===== src/rtl/arb_rr_lock.sv =====
// rtl/arb_rr_lock.sv - round-robin output-port arbiter with wormhole lock
// Optional lock watchdog enabled by defining ARB_TIMEOUT_EN.
module arb_rr_lock #(
  parameter int PORT_ID = 0,
  parameter int NUM_IN  = 5,
  parameter int PORT_W  = 3,
  parameter int TIMEOUT = 64
) (
  input  logic                     clk,
  input  logic                     rst,
  input  logic [NUM_IN*PORT_W-1:0] req_port,
  input  logic [NUM_IN-1:0]        req_valid,
  input  logic                     flit_fire,
  input  logic                     flit_tail,
  output logic [PORT_W-1:0]        grant,
  output logic [NUM_IN-1:0]        grant_oh,
  output logic                     grant_valid,
  output logic                     timeout
);

  typedef enum logic {S_IDLE, S_LOCKED} state_t;

  localparam logic [PORT_W-1:0] IDLE_CODE = PORT_W'(NUM_IN);

  if (((1 << PORT_W) <= NUM_IN) || (TIMEOUT < 1)) begin : g_param_check
    $error("arb_rr_lock: PORT_W too narrow for NUM_IN or TIMEOUT < 1");
  end

  state_t              state_q, state_d;
  logic [PORT_W-1:0]   grant_q, grant_d;
  logic [NUM_IN-1:0]   grant_oh_q, grant_oh_d;
  logic [PORT_W-1:0]   rr_ptr_q, rr_ptr_d;
  logic [NUM_IN-1:0]   match;
  logic                found;
  logic [PORT_W-1:0]   win;

`ifdef ARB_TIMEOUT_EN
  localparam int CNT_W = $clog2(TIMEOUT + 1);
  logic [CNT_W-1:0]    cnt_q, cnt_d;
  logic                timeout_q, timeout_d;
`endif

  always_comb begin
    for (int i = 0; i < NUM_IN; i++) begin
      match[i] = req_valid[i] && (req_port[i*PORT_W +: PORT_W] == PORT_W'(PORT_ID));
    end
  end

  // Two passes: channels at or above rr_ptr first, then the wrapped part.
  always_comb begin
    found = 1'b0;
    win   = '0;
    for (int i = 0; i < NUM_IN; i++) begin
      if (!found && match[i] && (PORT_W'(i) >= rr_ptr_q)) begin
        found = 1'b1;
        win   = PORT_W'(i);
      end
    end
    for (int i = 0; i < NUM_IN; i++) begin
      if (!found && match[i]) begin
        found = 1'b1;
        win   = PORT_W'(i);
      end
    end
  end

  always_ff @(posedge clk) begin
    if (!rst) begin
      state_q    <= S_IDLE;
      grant_q    <= IDLE_CODE;
      grant_oh_q <= '0;
      rr_ptr_q   <= '0;
`ifdef ARB_TIMEOUT_EN
      cnt_q      <= '0;
      timeout_q  <= 1'b0;
`endif
    end else begin
      state_q    <= state_d;
      grant_q    <= grant_d;
      grant_oh_q <= grant_oh_d;
      rr_ptr_q   <= rr_ptr_d;
`ifdef ARB_TIMEOUT_EN
      cnt_q      <= cnt_d;
      timeout_q  <= timeout_d;
`endif
    end
  end

  always_comb begin
    state_d    = state_q;
    grant_d    = grant_q;
    grant_oh_d = grant_oh_q;
    rr_ptr_d   = rr_ptr_q;
`ifdef ARB_TIMEOUT_EN
    cnt_d      = cnt_q;
    timeout_d  = 1'b0;
`endif
    case (state_q)
      S_IDLE: begin
        if (found) begin
          state_d    = S_LOCKED;
          grant_d    = win;
          grant_oh_d = NUM_IN'(1) << win;
          rr_ptr_d   = (win == PORT_W'(NUM_IN - 1)) ? '0 : win + 1'b1;
`ifdef ARB_TIMEOUT_EN
          cnt_d      = '0;
`endif
        end
      end
      S_LOCKED: begin
        if (flit_fire && flit_tail) begin
          state_d    = S_IDLE;
          grant_d    = IDLE_CODE;
          grant_oh_d = '0;
        end
`ifdef ARB_TIMEOUT_EN
        // Forced release leaves rr_ptr alone; the holder already advanced it.
        else if (!flit_fire && (cnt_q == CNT_W'(TIMEOUT - 1))) begin
          state_d    = S_IDLE;
          grant_d    = IDLE_CODE;
          grant_oh_d = '0;
          timeout_d  = 1'b1;
        end else if (flit_fire) begin
          cnt_d = '0;
        end else begin
          cnt_d = cnt_q + 1'b1;
        end
`endif
      end
      default: state_d = S_IDLE;
    endcase
  end

  always_comb begin
    grant       = grant_q;
    grant_oh    = grant_oh_q;
    grant_valid = (state_q == S_LOCKED);
`ifdef ARB_TIMEOUT_EN
    timeout     = timeout_q;
`else
    timeout     = 1'b0;
`endif
  end

endmodule


===== config.mk =====
export PLATFORM = sky130hd
export DESIGN_NAME = arb_rr_lock
export DESIGN_NICKNAME = d
export VERILOG_FILES = /design/src/rtl/arb_rr_lock.sv
export SDC_FILE = /design/constraint.sdc
export NUM_CORES = 1
export LEC_CHECK = 0
export ABC_AREA = 1
export CORE_MARGIN = 5
export CORE_UTILIZATION = 35
export CTS_CLUSTER_SIZE = 25
export DETAILED_ROUTE_END_ITERATION = 7
export PLACE_DENSITY = 0.67
export SLEW_MARGIN = 20
export SYNTH_ARGS = -nofsm -noshare
export SYNTH_HDL_FRONTEND = slang
export SYNTH_SLANG_ARGS = --single-unit

===== constraint.sdc =====
create_clock -name clk -period 5.7 [get_ports clk]
set_clock_uncertainty 0.1 [all_clocks]
set_input_delay 0.57 -clock clk [delete_from_list [all_inputs] [get_ports clk]]
set_output_delay 0.57 -clock clk [all_outputs]
set_load 0.02 [all_outputs]

Word level (Yosys, flattened, before mapping)
Index checks and enable logic that the tools add are counted.

Flip-flop bits (word level): 12. Input port bits: 24. Word-level logic and storage cells: 80.

Add/sub/neg operators: 1. Magnitude comparators: 5. Eq/ne operators: 3. Shifts and indexed selects: 1. Multiplexer cells: 29. Bitwise gates (word level): 1. Reductions and logical operators: 36.

Operator list (number): $mux 3 (11); $logic_and 1x1->1 (20); $logic_not 3->1 (5); $mux 1 (13); $mux 5 (2); $pmux 5 s2 (1); $logic_not 1->1 (9); $ge 1x3->1 const A (2); $ge 2x3->1 const A (2); $pmux 3 s2 (1); $shl 1x3->5 const A (1); $reduce_and 2->1 (2); $add 3x1->3 const B (1); $eq 3x3->1 const B (1); $ge 3x3->1 const A (1); $ne 2x1->1 const B (1); $ne 2x2->1 const B (1); $pmux 1 s2 (1); $not 1->1 (1).

Logic depth before layout (Yosys ltp)
Depth in word-level cells: 38. Mapped depth: 16. Gate-level depth less buffers: 16.

Worst setup path after synthesis
OpenSTA, ideal clock, no wires.

Path type: in2reg. Start point: input req_port[2]. End point: register rr_ptr_q[2]. Setup time: 0.064 ns. Arrival time: 2.005 ns. Required time: 5.536 ns. Setup slack: 3.531 ns. Stages: 15. Cell sequence: inv_1 > nand2_1 > nor2_1 > nand2_1 > nand2_1 > nor2_4 > nand4_2 > nor2_1 > nor2_1 > nor2_1 > ha_1 > nand3b_1 > nand2_1 > inv_1 > nor2_1.

Cells in the longest elaborated chain, start to end: 37.

Ends and longest elaborated chain: start, declared (line 11) `input logic [NUM_IN*PORT_W-1:0] req_port,`; $logic_not 3->1 (*) (line 45) `match[i] = req_valid[i] && (req_port[i*PORT_W +: PORT_W] == PORT_W'(PORT_ID));`; $logic_and 1x1->1 (*) (line 45); $logic_and 1x1->1 (line 54) `if (!found && match[i] && (PORT_W'(i) >= rr_ptr_q)) begin`; $mux 1 (line 54); $logic_not 1->1 (line 54); $logic_and 1x1->1 (2 in a row) (line 54); $mux 1 (line 54); $logic_not 1->1 (line 54); [20 not listed]; $logic_not 1->1 (line 60) `if (!found && match[i]) begin`; $logic_and 1x1->1 (line 60); $mux 1 (line 60); $logic_not 1->1 (line 60); $logic_and 1x1->1 (line 60); $mux 3 (line 60); $add 3x1->3 or $eq 3x3->1 (tied branches) (line 104) `rr_ptr_d = (win == PORT_W'(NUM_IN - 1)) ? '0 : win + 1'b1;`; $mux 3 (line 104); end signal, assigned (line 81) `rr_ptr_q <= rr_ptr_d;`; end, declared (line 32) `logic [PORT_W-1:0] rr_ptr_q, rr_ptr_d;`.

Every way passes the cells marked *; elsewhere a longest branch is shown, timed or not. A chain may end at the register's enable or synchronous reset.

Final worst setup path
Start point: input req_valid[4]. End point: register rr_ptr_q[2].

Cells in the longest elaborated chain, start to end: 21.

Ends and longest elaborated chain: start, declared (line 12) `input logic [NUM_IN-1:0] req_valid,`; $logic_and 1x1->1 (*) (line 45); $logic_and 1x1->1 (2 in a row) (line 54); $mux 1 (line 54); $logic_not 1->1 (line 60); $logic_and 1x1->1 (line 60); $mux 1 (line 60); $logic_not 1->1 (line 60); $logic_and 1x1->1 (line 60); [4 not listed]; $logic_not 1->1 (line 60); $logic_and 1x1->1 (line 60); $mux 1 (line 60); $logic_not 1->1 (line 60); $logic_and 1x1->1 (line 60); $mux 3 (line 60); $add 3x1->3 or $eq 3x3->1 (tied branches) (line 104); $mux 3 (line 104).

Marked as above.

==> out/results.ini <==
[layout]
drive_gt1_share_pct=8.48
stdcell_area_um2=1200
diodes=0
final_util_pct=53.7
final_cell_mix=32 x clkdlybuf4s50_1, 25 x nand2_1, 21 x inv_1
area_growth_pct=44.5
final_common_cell=clkdlybuf4s50_1
nFillCells=232
final_nets=192

[drt]
dr.pass1.iters=4
drcViolationCount=0
wl_per_cell_um=10.9
via_per_inst=4.69
drt-total-wl_um=2100
antenna_left=0
drtIter0Drc=17
dr_total_vias=905

[global_route]
grt_pass1_wl_um=3660
use_met1_pct=16.2
met2_usage_pct=22.3
antenna_found_initial=0
busiest_layer=met2
grtUsageMet3_pct=2.41
overflow=0
grtUsageTotal_pct=13.2
grt_max_degree=14
grt_pass1_vias=892

[clocking]
clk_path_buf_depth=2
htree_levels=1
cts_tree=built
cts-root-buf=clkbuf_4
clk_latency_ns=0.27
clock-sinks=12
clk_transition_reported_paths_ns=0.08
numCtsBuffers=3
post_cts_resized=0
cts_setup_buffers=0
holdBufCountCts=0

[floorplanning]
ios=34
rows=17
initial_utilization_pct=37.1
core-area_um2=2230
die_x_um=58.7
dieArea_um2=3440
die_h_um=58.7

[yosys]
synth_edf_count=0
synth_adder_area_share_pct=3.02
async_flop_share_pct=0
synth_cell_types=24
ys_seq_area_share_pct=29.0
synthSimpleGateAreaFrac_pct=44.5
synth_seq_cells=12
synth_compound_area_share_pct=10.4
ys_warn_count=0
synth_top_family_by_area=simple AND/OR/NAND/NOR gates
syn-num-nets=157
synthMuxAreaShare_pct=0
avgSynthCellArea_um2=6.33
synth-xor-area-share_pct=0
synth_cells=131
ys.flop_type=dfxtp_1
syn_area_um2=830

[timing]
hold_viol_final=0
tns_ns=0
finalCritPeriodShare_pct=45.4
finalSetupViolCount=0
grt_setup_unrepaired=false
finalCriticalPeriod_ns=2.59
slew_viol_final=0
timing.final.ws_setup_ns=3.11
max_freq_mhz=386

[power]
vdd_drop_max_uv=168
power.density_nw_per_um2=217
leakagePower_nw=0.550

[run_status]
status=completed

[placed_design]
place_ws_ns=2.83
dp_hpwl_um=1750
routabilityCongestion=0.788
numPortBuffers=32
dpl-instance-area_um2=1160

[setup_path]
required_ns=5.81
arrival_ns=2.70
cp_max_fo=5
critPathKind=input pin to flop
cp-end-kind=flop
critPathLaunchType=input pin

[hold_path]
min_path_type=flop to flop

[job]
cap_violations=0

## per-stage QoR
step | std cells | power, W | hold WS [ns]
2_1_floorplan | 131 | 0.000159 | 0.405
3_3_place_gp | 189 | 0.000194 | 0.371
3_5_place_dp | 189 | 0.000194 | 0.372
4_1_cts | 193 | 0.000262 | 0.392
5_1_grt | 193 | 0.000277 | 0.408
6_report | 193 | 0.000260 | 0.386
## cell usage after synthesis (2+ instances only)
master,number,area share [%]
dfxtp_1,12,29
nand3_1,18,11
nand4_1,2,1.5
a21oi_1,8,4.8
nand2_2,2,1.5
o21ai_0,5,3.0
nor2_1,20,9.0
inv_1,21,9.5
nand2_1,25,11
nand3_2,2,2.4
nor2_4,2,2.7
ha_1,2,3.0
## power breakdown
group / total (W) / internal (W) / switching (W)
Clock: 0.0000675 / 0.0000388 / 0.0000286
Combinational: 0.0000919 / 0.0000433 / 0.0000486
Sequential: 0.000100 / 0.0000928 / 0.00000752
Total: 0.000260 / 0.000175 / 0.0000848
## sequential cells by signal, summed over array words and instances (netlist names)
signal	cells
grant_oh	5
grant_valid	1
grant	3
rr_ptr_q	3
## layer usage
metal	wire length (µm)	part of all wire (%)	vias up
li1	-	-	486
met1	966	46	388
met2	960	46	26
met3	131	6.3	5
met4	36	1.7	0
met5	0	0	-
## critical path, cell delays in order
cell and delay [ns]:
clkdlybuf4s50_1 0.45, inv_1 0.03, nor2_1 0.07, nand2_1 0.13, nor2_1 0.19, nor2_2 0.08, nand4_2 0.12, nor2_1 0.08
nor2_1 0.26, nor2_1 0.09, ha_1 0.27, nand3b_1 0.16, nand2_1 0.07, inv_1 0.03, nor2_1 0.09
## cells by family (layout without fill, tap and decap cells)
group,Yosys count,count (layout)
AND/OR/NAND/NOR,76,76
flip-flops,12,12
other,1,1
adder cells (fa/ha/maj),2,2
buffers and inverters,24,58
AO/OA/AOI/OAI,16,16
## worst paths after layout
| check | startpoint | to | slack [ns] | cells past startpoint |
|---|---|---|---|---|
| setup / recovery | req_valid[4] | rr_ptr_q[2] | 3.11 | 15 |
| hold / removal | grant_oh[1] | grant_oh[1] | 0.39 | 2 |
| setup reg to reg | rr_ptr_q[2] | rr_ptr_q[2] | 3.55 | 13 |
| hold reg to reg | grant_oh[1] | grant_oh[1] | 0.39 | 2 |
## final cells by class
class / count / area [µm²] / share of cell area, %
multi-input combinational: 95 / 484 / 40.4
timing repair buffer: 32 / 320 / 26.7
sequential: 12 / 240 / 20.0
inverter: 22 / 82.6 / 6.89
clock buffer: 4 / 36.3 / 3.03
tap: 28 / 35.0 / 2.92
No activity file was read; power rests on OpenSTA's default activity.
